### src/rtl/median_pkg.sv
// median_pkg: image geometry defaults and pixel/window types shared by the window streamer and the median filter stage
package median_pkg;
  localparam int IMG_W_DEF = 8;
  localparam int IMG_H_DEF = 8;
  localparam int PIX_W_DEF = 8;
  typedef logic [PIX_W_DEF-1:0] pixel_t;
  typedef pixel_t [8:0] window_t;
endpackage

### src/rtl/median_window_streamer_line_buffer.sv
// line_buffer: one image row of pixels, synchronous write, combinational read at the same index
//   clk/rst_n : clock, async active-low clear of all entries
//   we, idx   : write enable and column index (read and write share it)
//   wdata     : pixel written at idx on the rising edge when we=1
//   rdata     : pixel currently stored at idx
module line_buffer
  import median_pkg::*;
#(
  parameter int DEPTH = IMG_W_DEF,
  parameter int W = PIX_W_DEF,
  localparam int AW = $clog2(DEPTH)
) (
  input  logic          clk,
  input  logic          rst_n,
  input  logic          we,
  input  logic [AW-1:0] idx,
  input  logic [W-1:0]  wdata,
  output logic [W-1:0]  rdata
);
  logic [DEPTH-1:0][W-1:0] mem_q, mem_d;
  always_comb begin
    mem_d = mem_q;
    if (we) mem_d[idx] = wdata;
  end
  assign rdata = mem_q[idx];
  always_ff @(posedge clk or negedge rst_n)
    if (!rst_n) mem_q <= '0;
    else mem_q <= mem_d;
endmodule

### src/rtl/median_window_streamer.sv
// median_window_streamer: turns a raster pixel stream into interior 3x3 windows with centre coordinates
//   in_valid/in_ready/in_pixel : raster-order pixel input, in_ready = !win_valid || win_ready
//   win_valid/win_ready        : window output handshake
//   win                        : byte k = pixel[r-1+k/3][c-1+k%3], k=0 in the LSBs
//   win_row/win_col            : window centre coordinates
//   frame_done                 : one-cycle pulse after the last pixel of a frame is accepted
module median_window_streamer
  import median_pkg::*;
#(
  parameter int IMG_W = IMG_W_DEF,
  parameter int IMG_H = IMG_H_DEF,
  parameter int PIX_W = PIX_W_DEF,
  localparam int CW = $clog2(IMG_W),
  localparam int RW = $clog2(IMG_H)
) (
  input  logic               clk,
  input  logic               rst_n,
  input  logic               in_valid,
  output logic               in_ready,
  input  logic [PIX_W-1:0]   in_pixel,
  output logic               win_valid,
  input  logic               win_ready,
  output logic [9*PIX_W-1:0] win,
  output logic [RW-1:0]      win_row,
  output logic [CW-1:0]      win_col,
  output logic               frame_done
);
  logic [CW-1:0] col_q, col_d, win_col_q, win_col_d;
  logic [RW-1:0] row_q, row_d, win_row_q, win_row_d;
  logic [8:0][PIX_W-1:0] win_q, win_d;
  logic win_valid_q, win_valid_d, frame_done_q, frame_done_d;
  logic [PIX_W-1:0] lb1_rd, lb2_rd;
  logic accept, emit, last_col, last_row;
  assign in_ready = !win_valid_q || win_ready;
  assign accept   = in_valid && in_ready;
  assign last_col = col_q == CW'(IMG_W - 1);
  assign last_row = row_q == RW'(IMG_H - 1);
  // the row/col gates keep stale line-buffer rows and previous-row columns out of the output
  assign emit     = accept && row_q >= RW'(2) && col_q >= CW'(2);
  line_buffer #(.DEPTH(IMG_W), .W(PIX_W)) u_lb1 (
    .clk(clk), .rst_n(rst_n), .we(accept), .idx(col_q), .wdata(in_pixel), .rdata(lb1_rd)
  );
  line_buffer #(.DEPTH(IMG_W), .W(PIX_W)) u_lb2 (
    .clk(clk), .rst_n(rst_n), .we(accept), .idx(col_q), .wdata(lb1_rd), .rdata(lb2_rd)
  );
  always_comb begin
    col_d        = accept ? (last_col ? '0 : col_q + CW'(1)) : col_q;
    row_d        = (accept && last_col) ? (last_row ? '0 : row_q + RW'(1)) : row_q;
    // shift each row left by one column; new right column is {lb2, lb1, pixel} top to bottom
    win_d        = accept ? {in_pixel, win_q[8:7], lb1_rd, win_q[5:4], lb2_rd, win_q[2:1]} : win_q;
    win_valid_d  = accept ? emit : (win_ready ? 1'b0 : win_valid_q);
    win_row_d    = emit ? row_q - RW'(1) : win_row_q;
    win_col_d    = emit ? col_q - CW'(1) : win_col_q;
    frame_done_d = accept && last_col && last_row;
  end
  always_ff @(posedge clk or negedge rst_n)
    if (!rst_n) begin
      col_q        <= '0;
      row_q        <= '0;
      win_q        <= '0;
      win_valid_q  <= 1'b0;
      win_row_q    <= '0;
      win_col_q    <= '0;
      frame_done_q <= 1'b0;
    end else begin
      col_q        <= col_d;
      row_q        <= row_d;
      win_q        <= win_d;
      win_valid_q  <= win_valid_d;
      win_row_q    <= win_row_d;
      win_col_q    <= win_col_d;
      frame_done_q <= frame_done_d;
    end
  assign win_valid  = win_valid_q;
  assign win        = win_q;
  assign win_row    = win_row_q;
  assign win_col    = win_col_q;
  assign frame_done = frame_done_q;
endmodule
### config.mk
export PLATFORM = sky130hd
export DESIGN_NAME = median_window_streamer
export DESIGN_NICKNAME = d
export VERILOG_FILES = /design/src/rtl/median_pkg.sv /design/src/rtl/median_window_streamer_line_buffer.sv /design/src/rtl/median_window_streamer.sv
export SDC_FILE = /design/constraint.sdc
export NUM_CORES = 1
export LEC_CHECK = 0
export BUFFER_PORTS_ARGS = -buffer_cell sky130_fd_sc_hd__buf_2
export CAP_MARGIN = 5
export CORE_MARGIN = 2
export CORE_UTILIZATION = 35
export DETAILED_ROUTE_END_ITERATION = 6
export PLACE_DENSITY = 0.57
export SLEW_MARGIN = 25
export SYNTH_ARGS = -nofsm -noshare
export SYNTH_HDL_FRONTEND = slang
export SYNTH_HIERARCHICAL = 1
export SYNTH_SLANG_ARGS = --single-unit
### constraint.sdc
create_clock -name clk -period 3.9 [get_ports clk]
set_input_delay 0.39 -clock clk [delete_from_list [all_inputs] [get_ports clk]]
set_output_delay 0.39 -clock clk [all_outputs]
set_load 0.1 [all_outputs]
**Word-level counts from Yosys, hierarchy flattened**

Index checks and enable logic that the tools add are counted.

- Register bits: 214

- $add $sub $neg: 4
- Order comparisons: 4
- Eq/ne operators: 2
- Muxes and demuxes: 12
- Reduce and logical (&&, ||, !) cells: 9

Operators by type and width:

| cell | number |
|---|---|
| bitwise mux 64 bit | 2 |
| binary-select mux 8 bit (select 3 bit) | 2 |
| demux 8 bit (select 3 bit) | 1 |
| 2-to-1 mux 8 bit | 3 |
| adder 3 x 1 -> 3 bit (second input constant) | 2 |
| == test 3 bit (second input constant) | 2 |
| greater-or-equal comparator 3 x 2 -> 1 bit (second input constant) | 2 |
| logical AND 1 bit | 6 |
| 2-to-1 mux 3 bit | 2 |
| subtractor 3 x 1 -> 3 bit (second input constant) | 2 |
| < comparator 3 x 4 -> 1 bit (second input constant) | 1 |
| greater-or-equal comparator 3 x 1 -> 1 bit (second input constant) | 1 |
| 2-to-1 mux 1 bit | 2 |
| nonzero test 2 bit | 1 |
| logical NOT 1 bit | 1 |
| logical OR 1 bit | 1 |

**Longest topological paths before layout**

Gate-level depths: netlist (run 1).

- Word-level depth: 6
- Mapped depth: 10
- Gate-level depth less buffers: 6

**Modules after synthesis**

Netlist (run 1), hierarchy kept.

Modules (own cells, without submodules):

| module | instances | cells each | area an instance (um^2) | sequential area each (um^2) |
|---|---|---|---|---|
| line_buffer | 2 | 216 | 3075.4 | 1601.5 |
| median_window_streamer | 1 | 208 | 3658.5 | 2152.1 |

**Worst setup path before layout (run 1)**

No wires, ideal clock.

- Path type: register to register
- From: register win_valid_q, in the netlist win_valid
- To: register u_lb1/mem_q[16] (netlist name)
- Setup time: 125 ps
- Data arrival time: 2657 ps
- Setup slack: 1118 ps
- Stages on the path, launching flop included: 11
- Clock period less this slack: 2782 ps
- Path through: dfrtp_1 nand2b_4 buf_6 nand2_4 inv_2 buf_12 buf_6 buf_4 nand2b_4 nor3b_4 mux2_2

- Cells in the longest elaborated chain, start to end: 3

Ends and longest elaborated chain:

| item | line | RTL |
|---|---|---|
| start: declaration | median_window_streamer.sv:31 | `logic win_valid_q, win_valid_d, frame_done_q, frame_done_d;` |
| start signal: assignment | median_window_streamer.sv:69 | `win_valid_q <= win_valid_d;` |
| logical NOT 1 bit | median_window_streamer.sv:34 | `assign in_ready = !win_valid_q \|\| win_ready;` |
| logical OR 1 bit | median_window_streamer.sv:34 |  |
| net in_ready | median_window_streamer.sv:19 | `output logic in_ready,` |
| logical AND 1 bit | median_window_streamer.sv:35 | `assign accept = in_valid && in_ready;` |
| net accept | median_window_streamer.sv:33 | `logic accept, emit, last_col, last_row;` |
| end signal: assignment | median_window_streamer_line_buffer.sv:28 | `else mem_q <= mem_d;` |
| end: declaration | median_window_streamer_line_buffer.sv:20 | `logic [DEPTH-1:0][W-1:0] mem_q, mem_d;` |

The timed path passes the listed nets, and every way through them passes these cells.
A chain may end at the register's enable or synchronous reset.

**Worst setup path after layout (run 1)**

- From: register col_q[1]
- To: register u_lb2/mem_q[39] (netlist name)

- Elaborated cells on any way between the ends: 8

RTL lines:

| item | line | RTL |
|---|---|---|
| start: declaration | median_window_streamer.sv:28 | `logic [CW-1:0] col_q, col_d, win_col_q, win_col_d;` |
| start signal: assignment | median_window_streamer.sv:66 | `col_q <= col_d;` |
| binary-select mux 8 bit (select 3 bit) | median_window_streamer_line_buffer.sv:25 | `assign rdata = mem_q[idx];` |
| 2-to-1 mux 8 bit (implied by the code) | median_window_streamer_line_buffer.sv:25 |  |
| net lb1_rd[7] | median_window_streamer.sv:32 | `logic [PIX_W-1:0] lb1_rd, lb2_rd;` |
| bitwise mux 64 bit | median_window_streamer_line_buffer.sv:23 | `if (we) mem_d[idx] = wdata;` |
| end signal: assignment | median_window_streamer_line_buffer.sv:28 |  |
| end: declaration | median_window_streamer_line_buffer.sv:20 |  |

The timed path passes the listed nets, and every way through them passes these cells. The select of a mux whose other input is x is not followed.

==> flow_summary_export.csv, run 1 <==
group,metric,value,unit
routing,vias,5616,
sta,hold_violations,0,
routing,wl_per_cell,18.8,um
status,status,"finished, final reports clean",
sta,min_period,2.65,ns
clocking,cts_resized,0,
global_routing,grt_pass1_vias,5803,
clocking,cts_tree,"yes",
synth,netlist_area,9810,sq um
final_layout,nNetsFinal,758,
hold_path,hold_path_class,"input pin to register",
routing,wl,21.4,mm
die,ios,93,
synth,yosysSeqAreaShare,54.6,%
final_layout,layout_common_cells,"dfrtp_1, mux2_2, buf_2, mux2_4, mux2i_1",
worst_setup_path,worst_setup_path_start_kind,"register",
global_routing,grt_first_pass_wirelength,34.1,mm
clocking,clkTransAtPathRegs,0.06,ns
worst_setup_path,path_class,"register to register",
die,core_area,27700,sq um
worst_setup_path,cp_data_required_time,4.37,ns
worst_setup_path,arrival,3.12,ns
worst_setup_path,critical-path-slowest-cell,"dfrtp_4",
die,initial_core_util,35.4,%
worst_setup_path,cp_cell_sequence,"and2_1 -> a22oi_1 -> o211ai_1 -> mux2_2",
die,die_w,171,um
global_routing,grt_antenna_before_repair,0,
sta,fin_crit_sh,67.9,%
sta,grt_setup_unrepaired,"false",
synth,syn_nets,659,
sta,fin_skew,0.0316,ns
routing,drtIter0Drc,283,
final_layout,antenna_cells,0,
sta,max-slew-margin-rel,43.0,%
die,die_h,171,um
routing,drt-pass1-iter-count,5,
synth,syn_area_per_cell,15.3,sq um
routing,drc_errors,0,
global_routing,grt_use_total,14.9,%
placement,gp_congestion,0.736,
clocking,clock_sinks,214,
worst_setup_path,cp_max_fo,47,
job,maxCapViolCount,0,
clocking,clock_latency,0.54,ns
worst_setup_path,slowest_delay,0.85,ns
sta,tns,0,ns
sta,max_clock_freq,378,MHz
placement,post-dp-hpwl,13.6,mm
clocking,htreeDepth,1,
final_layout,final_common_cell,"dfrtp_1",
sta,setup_viol,0,
worst_setup_path,crit_path_end_kind,"register",
global_routing,overflow,0,
final_layout,area_growth_syn_to_layout,16.0,%
clocking,numCtsBuffers,24,
sta,slew_viol_final,0,
worst_setup_path,critical_path_buf_inv_count,0,
synth,yosys_warnings,6,
routing,ant_nets,0,
synth,syn_inst,640,
routing,vias_per_cell,4.95,
die,core.rowCount,61,
clocking,cts.root.buffer_cell,"clkbuf_16",
die,dieArea,29400,sq um
synth,ys_ff_latch,214,
final_layout,drive_gt1_share,49.7,%
sta,tightestPinTransition,0.852,ns
placement,portBuffers,92,
synth,yosys.cell_types.count,34,
worst_setup_path,crit_family,"compound AO/OA/AOI/OAI gates",
clocking,clock_path_buffers,3,
global_routing,grt_max_degree,127,
-- layout make-up --
type	count	area, sq um
fill	2566	16300
inverter	21	81.3
timing repair buffer	106	611
multi-input combinational	372	4070
tap	378	473
sequential	214	5360
clock buffer	40	721
clock inverter	4	62.6
-- sequential cells by signal, summed over array words and instances, names as in the netlist --
signal       flops
win             72
u_lb1/mem_q     64
u_lb2/mem_q     64
col_q            3
row_q            3
win_col          3
win_row          3
frame_done       1
win_valid        1
-- cells in the mapped netlist (all sizes together) --
master  count  share of area (%)
nand2      13               0.57
nor3        2               0.33
clkbuf      2              0.077
a21boi      8               0.61
inv        21               0.80
a22oi      12               0.92
buf        31                3.1
xor2        2               0.18
nand3       8               0.97
a21oi       8               0.41
nand4b      4               0.61
o211ai     14                1.1
nor2        4               0.15
ha          7               0.89
a211o      14                1.3
o32a       13                1.3
and3        5               0.32
mux2i      29                3.0
o21ai       2               0.10
nor3b       4               0.77
mux4        4               0.92
dfrtp     214                 55
and2        2               0.13
nand2b      6               0.61
mux2      211                 26
-- cell families after synthesis --
kind of cell,Yosys count,synth area share (%)
multiplexers,244,30.2
flip-flops,214,54.6
AO/OA/AOI/OAI,71,5.69
buffers and inverters,54,3.94
AND/OR/NAND/NOR,48,4.46
adder cells (fa/ha/maj),7,0.893
XOR/XNOR,2,0.179
-- stage by stage --
stage          util (%)  std cells  worst slack (ns)  area, sq um  hold WS (ns)
2_1_floorplan         -        640              1.12         9810        0.0944
3_3_place_gp       38.1       1089              1.28        10600         0.484
3_5_place_dp       38.1       1089              1.21        10600         0.489
4_1_cts            40.9       1133              1.21        11300        0.0509
5_1_grt            41.1       1135              1.07        11400         0.161
6_report           41.1       1135              1.25        11400         0.161
-- path summary, 6_finish.rpt --
check                                start              end  slack, ns  cells past startpoint
setup / recovery                  col_q[1]  u_lb2/mem_q[39]       1.25                      4
hold / removal                    in_valid        win_valid       0.16                      3
setup reg to reg                  col_q[1]  u_lb2/mem_q[39]       1.25                      4
hold reg to reg            u_lb1/mem_q[30]  u_lb1/mem_q[30]       0.50                      1
max in group asynchronous            rst_n   u_lb2/mem_q[8]       2.51                      4
min in group asynchronous            rst_n  u_lb2/mem_q[26]       0.38                      2
-- metal layers --
layer  track usage (%)  routed length [um]  up-vias
met2              23.4                9540      113
met3              2.23                 858       33
met1              21.5               10600     2919
met5                 0                   0        -
li1                  -                   -     2551
met4              3.65                 398        0
-- worst register-to-register path: stages, from the launching register on --
cell and delay, ns:
dfrtp_4 0.85, and2_1 0.56, a22oi_1 0.17, o211ai_1 0.71, mux2_2 0.31
-- timing repair --
item / in CTS / in global routing
hold endpoints to repair: 0 / 45
setup buffers: 0 / 0
hold buffers: 0 / 1
endpoints found under the setup margin: 0 / 0
Power of run 1 is not shown: default switching activity piles up to over one toggle a cycle in this logic, so the estimate is an artifact.
==> run 2: changes to the inputs <==
- clock period: 3.9 -> 2.5 ns (I/O delays scaled with it)
==> run 2 against run 1 <==
Count of clock-buffer cells in the layout decreased by 3. Setup slack got worse by 0.88 ns. Routed wire length increased by 0.25%. Worst hold slack got worse by 0.13 ns. Final cell count increased by 1.7%. Critical path depth increased by 1. Clock skew decreased by 0.022 ns. Sequential share of layout area decreased by 1.2 points. Non-clock buffer count increased by 17. First-iteration DRC count decreased by 0.71%. Global-route usage about the same. Via count decreased by 1.2%. Largest cell class unchanged. Highest routed layer unchanged.
==> flow_summary_export.csv, run 2 (same netlist as run 1, synthesis figures left out) <==
group,metric,value,unit
status,status,"finished, final reports clean",
routing,drtIter0Drc,281,
worst_setup_path,cp_data_required_time,2.91,ns
global_routing,grt_max_degree,69,
hold_path,hold_path_class,"input pin to register",
routing,vias_per_cell,4.81,
sta,grt_setup_unrepaired,"false",
final_layout,layout_common_cells,"dfrtp_1, mux2_2, buf_2, mux2_4, mux2i_1",
clocking,cts.root.buffer_cell,"clkbuf_16",
sta,max-slew-margin-rel,44.2,%
worst_setup_path,critical-path-slowest-cell,"dfrtp_1",
global_routing,grt_use_total,14.9,%
clocking,cts_resized,0,
global_routing,grt_first_pass_wirelength,34.5,mm
final_layout,final_common_cell,"dfrtp_1",
routing,vias,5548,
die,core.rowCount,61,
worst_setup_path,crit_path_end_kind,"register",
sta,fin_crit_sh,85.1,%
placement,post-dp-hpwl,14.3,mm
routing,wl_per_cell,18.6,um
die,core_area,27700,sq um
routing,drt-pass1-iter-count,4,
worst_setup_path,arrival,2.53,ns
routing,drc_errors,0,
clocking,clock_path_buffers,3,
worst_setup_path,cp_max_fo,25,
clocking,clock_latency,0.52,ns
global_routing,grt_pass1_vias,5799,
placement,portBuffers,92,
die,dieArea,29400,sq um
global_routing,grt_antenna_before_repair,1,
routing,ant_nets,0,
placement,gp_congestion,0.726,
sta,hold_violations,0,
final_layout,drive_gt1_share,51.9,%
die,initial_core_util,35.4,%
sta,setup_ws,0.372,ns
sta,tns,0,ns
sta,slew_viol_final,0,
final_layout,post-route-util,42.1,%
die,ios,93,
clocking,numCtsBuffers,25,
clocking,clkTransAtPathRegs,0.06,ns
final_layout,antenna_cells,0,
final_layout,area_growth_syn_to_layout,19.0,%
clocking,clock_sinks,214,
routing,wl,21.4,mm
final_layout,largest_register_ffs,72,
final_layout,nNetsFinal,776,
sta,min_period,2.13,ns
sta,max_clock_freq,470,MHz
sta,setup_viol,0,
die,die_w,171,um
worst_setup_path,cp_cell_sequence,"buf_4 -> nand2b_1 -> o32a_1 -> o211ai_1 -> mux2_4",
die,die_h,171,um
worst_setup_path,slowest_delay,0.63,ns
sta,fin_skew,0.00931,ns
worst_setup_path,worst_setup_path_start_kind,"register",
worst_setup_path,path_class,"register to register",
sta,tightestPinTransition,0.833,ns
clocking,cts_tree,"yes",
clocking,htreeDepth,1,
global_routing,overflow,0,
clocking,post_cts_buffers,0,
job,maxCapViolCount,0,
placement,place_ws,0.364,ns
[run 2: changes by cell type in the layout (fill, tap and decap cells not counted), sizes merged]
| cell | change |
|---|---|
| buf | +17 |
| bufinv | +4 |
| clkbuf | -3 |
| clkinv | +2 |
| clkinvlp | -1 |
[run 2: metal layers]
| layer | track usage [%] | share of wire (%) | up-vias |
|---|---|---|---|
| li1 | - | - | 2593 |
| met3 | 2.28 | 3.5 | 28 |
| met1 | 22.0 | 50 | 2835 |
| met5 | 0 | 0 | - |
| met2 | 23.1 | 44 | 92 |
| met4 | 3.54 | 2.1 | 0 |
[run 2: repair_timing]
| item | CTS | global route |
|---|---|---|
| hold buffers | 1 | 0 |
| setup endpoints to repair | 0 | 0 |
| endpoints found under the hold margin | 64 | 0 |
[run 2: area by class of cell]
type	count	area, sq um
clock buffers	37	761
fillers	2556	16000
clock inverters	9	174
inverters	21	81.3
flip-flops and latches	214	5360
repair buffers	123	756
multi-input cells	372	4070
well taps	378	473
[run 2: path summary, 6_finish.rpt]
kind	start	to	slack, ns	depth (start not counted)
min in group asynchronous	rst_n	u_lb1/mem_q[37]	0.29	2
max reg2reg	col_q[0]	win[20]	0.37	5
min reg2reg	win[49]	win[49]	0.50	1
min	in_valid	win_valid	0.03	3
max in group asynchronous	rst_n	u_lb2/mem_q[12]	1.38	3
max	col_q[0]	win[20]	0.37	5
[run 2: critical path: cells and delay by family, from the launching register on]
kind,cells,cell delay [ns]
flops,1,0.63
mux,1,0.28
compound gates,2,0.35
simple gates,1,0.35
buf+inv,1,0.39
[run 2: stage by stage]
stage / hold WS (ns) / area [sq um] / instances
floorplan: -0.0456 / 9820 / 640
global placement: 0.254 / 10700 / 1107
detailed placement: 0.255 / 10700 / 1107
CTS: 0.0223 / 11700 / 1154
global route: 0.0525 / 11700 / 1154
finish: 0.0344 / 11700 / 1154
Power of run 2 is left out for the same reason.
==> run 3: changes to the inputs <==
- REMOVE_ABC_BUFFERS: not set -> 1
==> run 3 against run 2 <==
Critical path depth grew 1. Maximum frequency is 2.2% higher. Sequential share of layout area decreased by 0.11 points.
==> flow_summary_export.csv, run 3 (same netlist as run 1, synthesis figures left out) <==
group,metric,value,unit
status,status,"finished, final reports clean",
sta,fin_crit_sh,83.3,%
routing,vias,5744,
clocking,clock_latency,0.52,ns
die,core.rowCount,61,
sta,grt_setup_unrepaired,"false",
worst_setup_path,r2r_slack,0.42,ns
global_routing,grt_antenna_before_repair,0,
clocking,clock_sinks,214,
placement,portBuffers,92,
sta,setup_viol,0,
routing,drt-pass1-iter-count,4,
die,ios,93,
sta,min_period,2.08,ns
worst_setup_path,cp_data_required_time,2.95,ns
worst_setup_path,r2r_start,"col_q[1]",
clocking,htreeDepth,1,
die,die_h,171,um
clocking,clock_path_buffers,3,
global_routing,grt_pass1_vias,5787,
sta,max_clock_freq,480,MHz
global_routing,grt_max_degree,65,
sta,fin_skew,0.00743,ns
final_layout,layout_common_cells,"dfrtp_1, mux2_2, buf_2, mux2_4, buf_4",
sta,slew_viol_final,0,
final_layout,nNetsFinal,785,
hold_path,holdCritStartpoint,"in_valid",
final_layout,antenna_cells,0,
job,maxCapViolCount,0,
worst_setup_path,rr_worst_depth,6,
placement,dpl_cell_area,10800,sq um
placement,gp_congestion,0.768,
final_layout,area_growth_syn_to_layout,19.2,%
worst_setup_path,worstSetupStartpoint,"col_q[1]",
global_routing,overflow,0,
hold_path,holdPathStages,3,
hold_path,hold_path_class,"input pin to register",
clocking,cts.root.buffer_cell,"clkbuf_16",
clocking,cts_resized,0,
worst_setup_path,rr_endpoint,"u_lb2/mem_q[20]",
routing,wl_per_cell,18.5,um
placement,place_ws,0.411,ns
global_routing,grt_first_pass_wirelength,34.4,mm
sta,setup_ws,0.417,ns
worst_setup_path,cp_max_fo,12,
placement,post-dp-hpwl,13.8,mm
clocking,post_cts_buffers,0,
die,dieArea,29400,sq um
final_layout,drive_gt1_share,51.8,%
routing,wl,21.6,mm
die,core_area,27700,sq um
routing,drc_errors,0,
final_layout,final_common_cell,"dfrtp_1",
sta,tightestPinTransition,0.882,ns
sta,hold_violations,0,
clocking,numCtsBuffers,26,
die,die_w,171,um
worst_setup_path,path_class,"register to register",
clocking,cts_tree,"yes",
worst_setup_path,crit_path_end_kind,"register",
die,initial_core_util,35.4,%
routing,drtIter0Drc,309,
hold_path,min_to,"win_valid",
worst_setup_path,worst_setup_path_start_kind,"register",
final_layout,largest_register_ffs,72,
worst_setup_path,arrival,2.54,ns
clocking,clkTransAtPathRegs,0.06,ns
global_routing,grt_use_total,14.9,%
final_layout,design_area,11700,sq um
routing,vias_per_cell,4.94,
routing,ant_nets,0,
sta,max-slew-margin-rel,40.9,%
==> run 3: metal layers <==
metal | GRT usage, % | part of all wire [%] | vias up
li1 | - | - | 2607
met1 | 21.3 | 48 | 3019
met2 | 23.8 | 47 | 90
met3 | 2.14 | 3.2 | 28
met4 | 3.65 | 1.7 | 0
met5 | 0 | 0 | -
==> run 3: cell type report <==
cell class	count	area, sq um
Inverter	21	83.8
Clock inverter	9	126
Tap cell	378	473
Clock buffer	37	753
Fill cell	2596	16000
Sequential cell	214	5360
Timing Repair Buffer	131	828
Multi-Input combinational cell	372	4070
==> run 3: what timing repair did <==
action / in CTS / in global routing
setup endpoints to repair: 0 / 0
endpoints found under the hold margin: 101 / 0
hold buffers: 1 / 0
==> run 3: how the worst max path moves through the flow <==
stage | to | slack (ns)
2_1_floorplan | u_lb1/mem_q[16] | -1.29
3_3_place_gp | u_lb2/mem_q[22] | 0.41
3_5_place_dp | u_lb2/mem_q[22] | 0.41
4_1_cts | u_lb2/mem_q[22] | 0.40
5_1_grt | u_lb2/mem_q[38] | 0.28
6_report | u_lb2/mem_q[20] | 0.42
==> run 3: worst max-delay path: stages, from the launching register on <==
cell and delay [ns]:
dfrtp_2 0.43, buf_4 0.20, nor2_1 0.13, buf_4 0.17, a22oi_1 0.08, o211ai_1 0.71, mux2_2 0.29
==> run 3: through the flow <==
step | hold WS, ns | TNS [ns] | instances | utilization, %
2_1_floorplan | -0.0456 | -206.30 | 607 | -
3_3_place_gp | 0.158 | 0 | 1115 | 39.0
3_5_place_dp | 0.158 | 0 | 1115 | 39.0
4_1_cts | 0.0147 | 0 | 1162 | 42.2
5_1_grt | 0.0407 | 0 | 1162 | 42.2
6_report | 0.0414 | 0 | 1162 | 42.2
Power of run 3 is left out for the same reason.
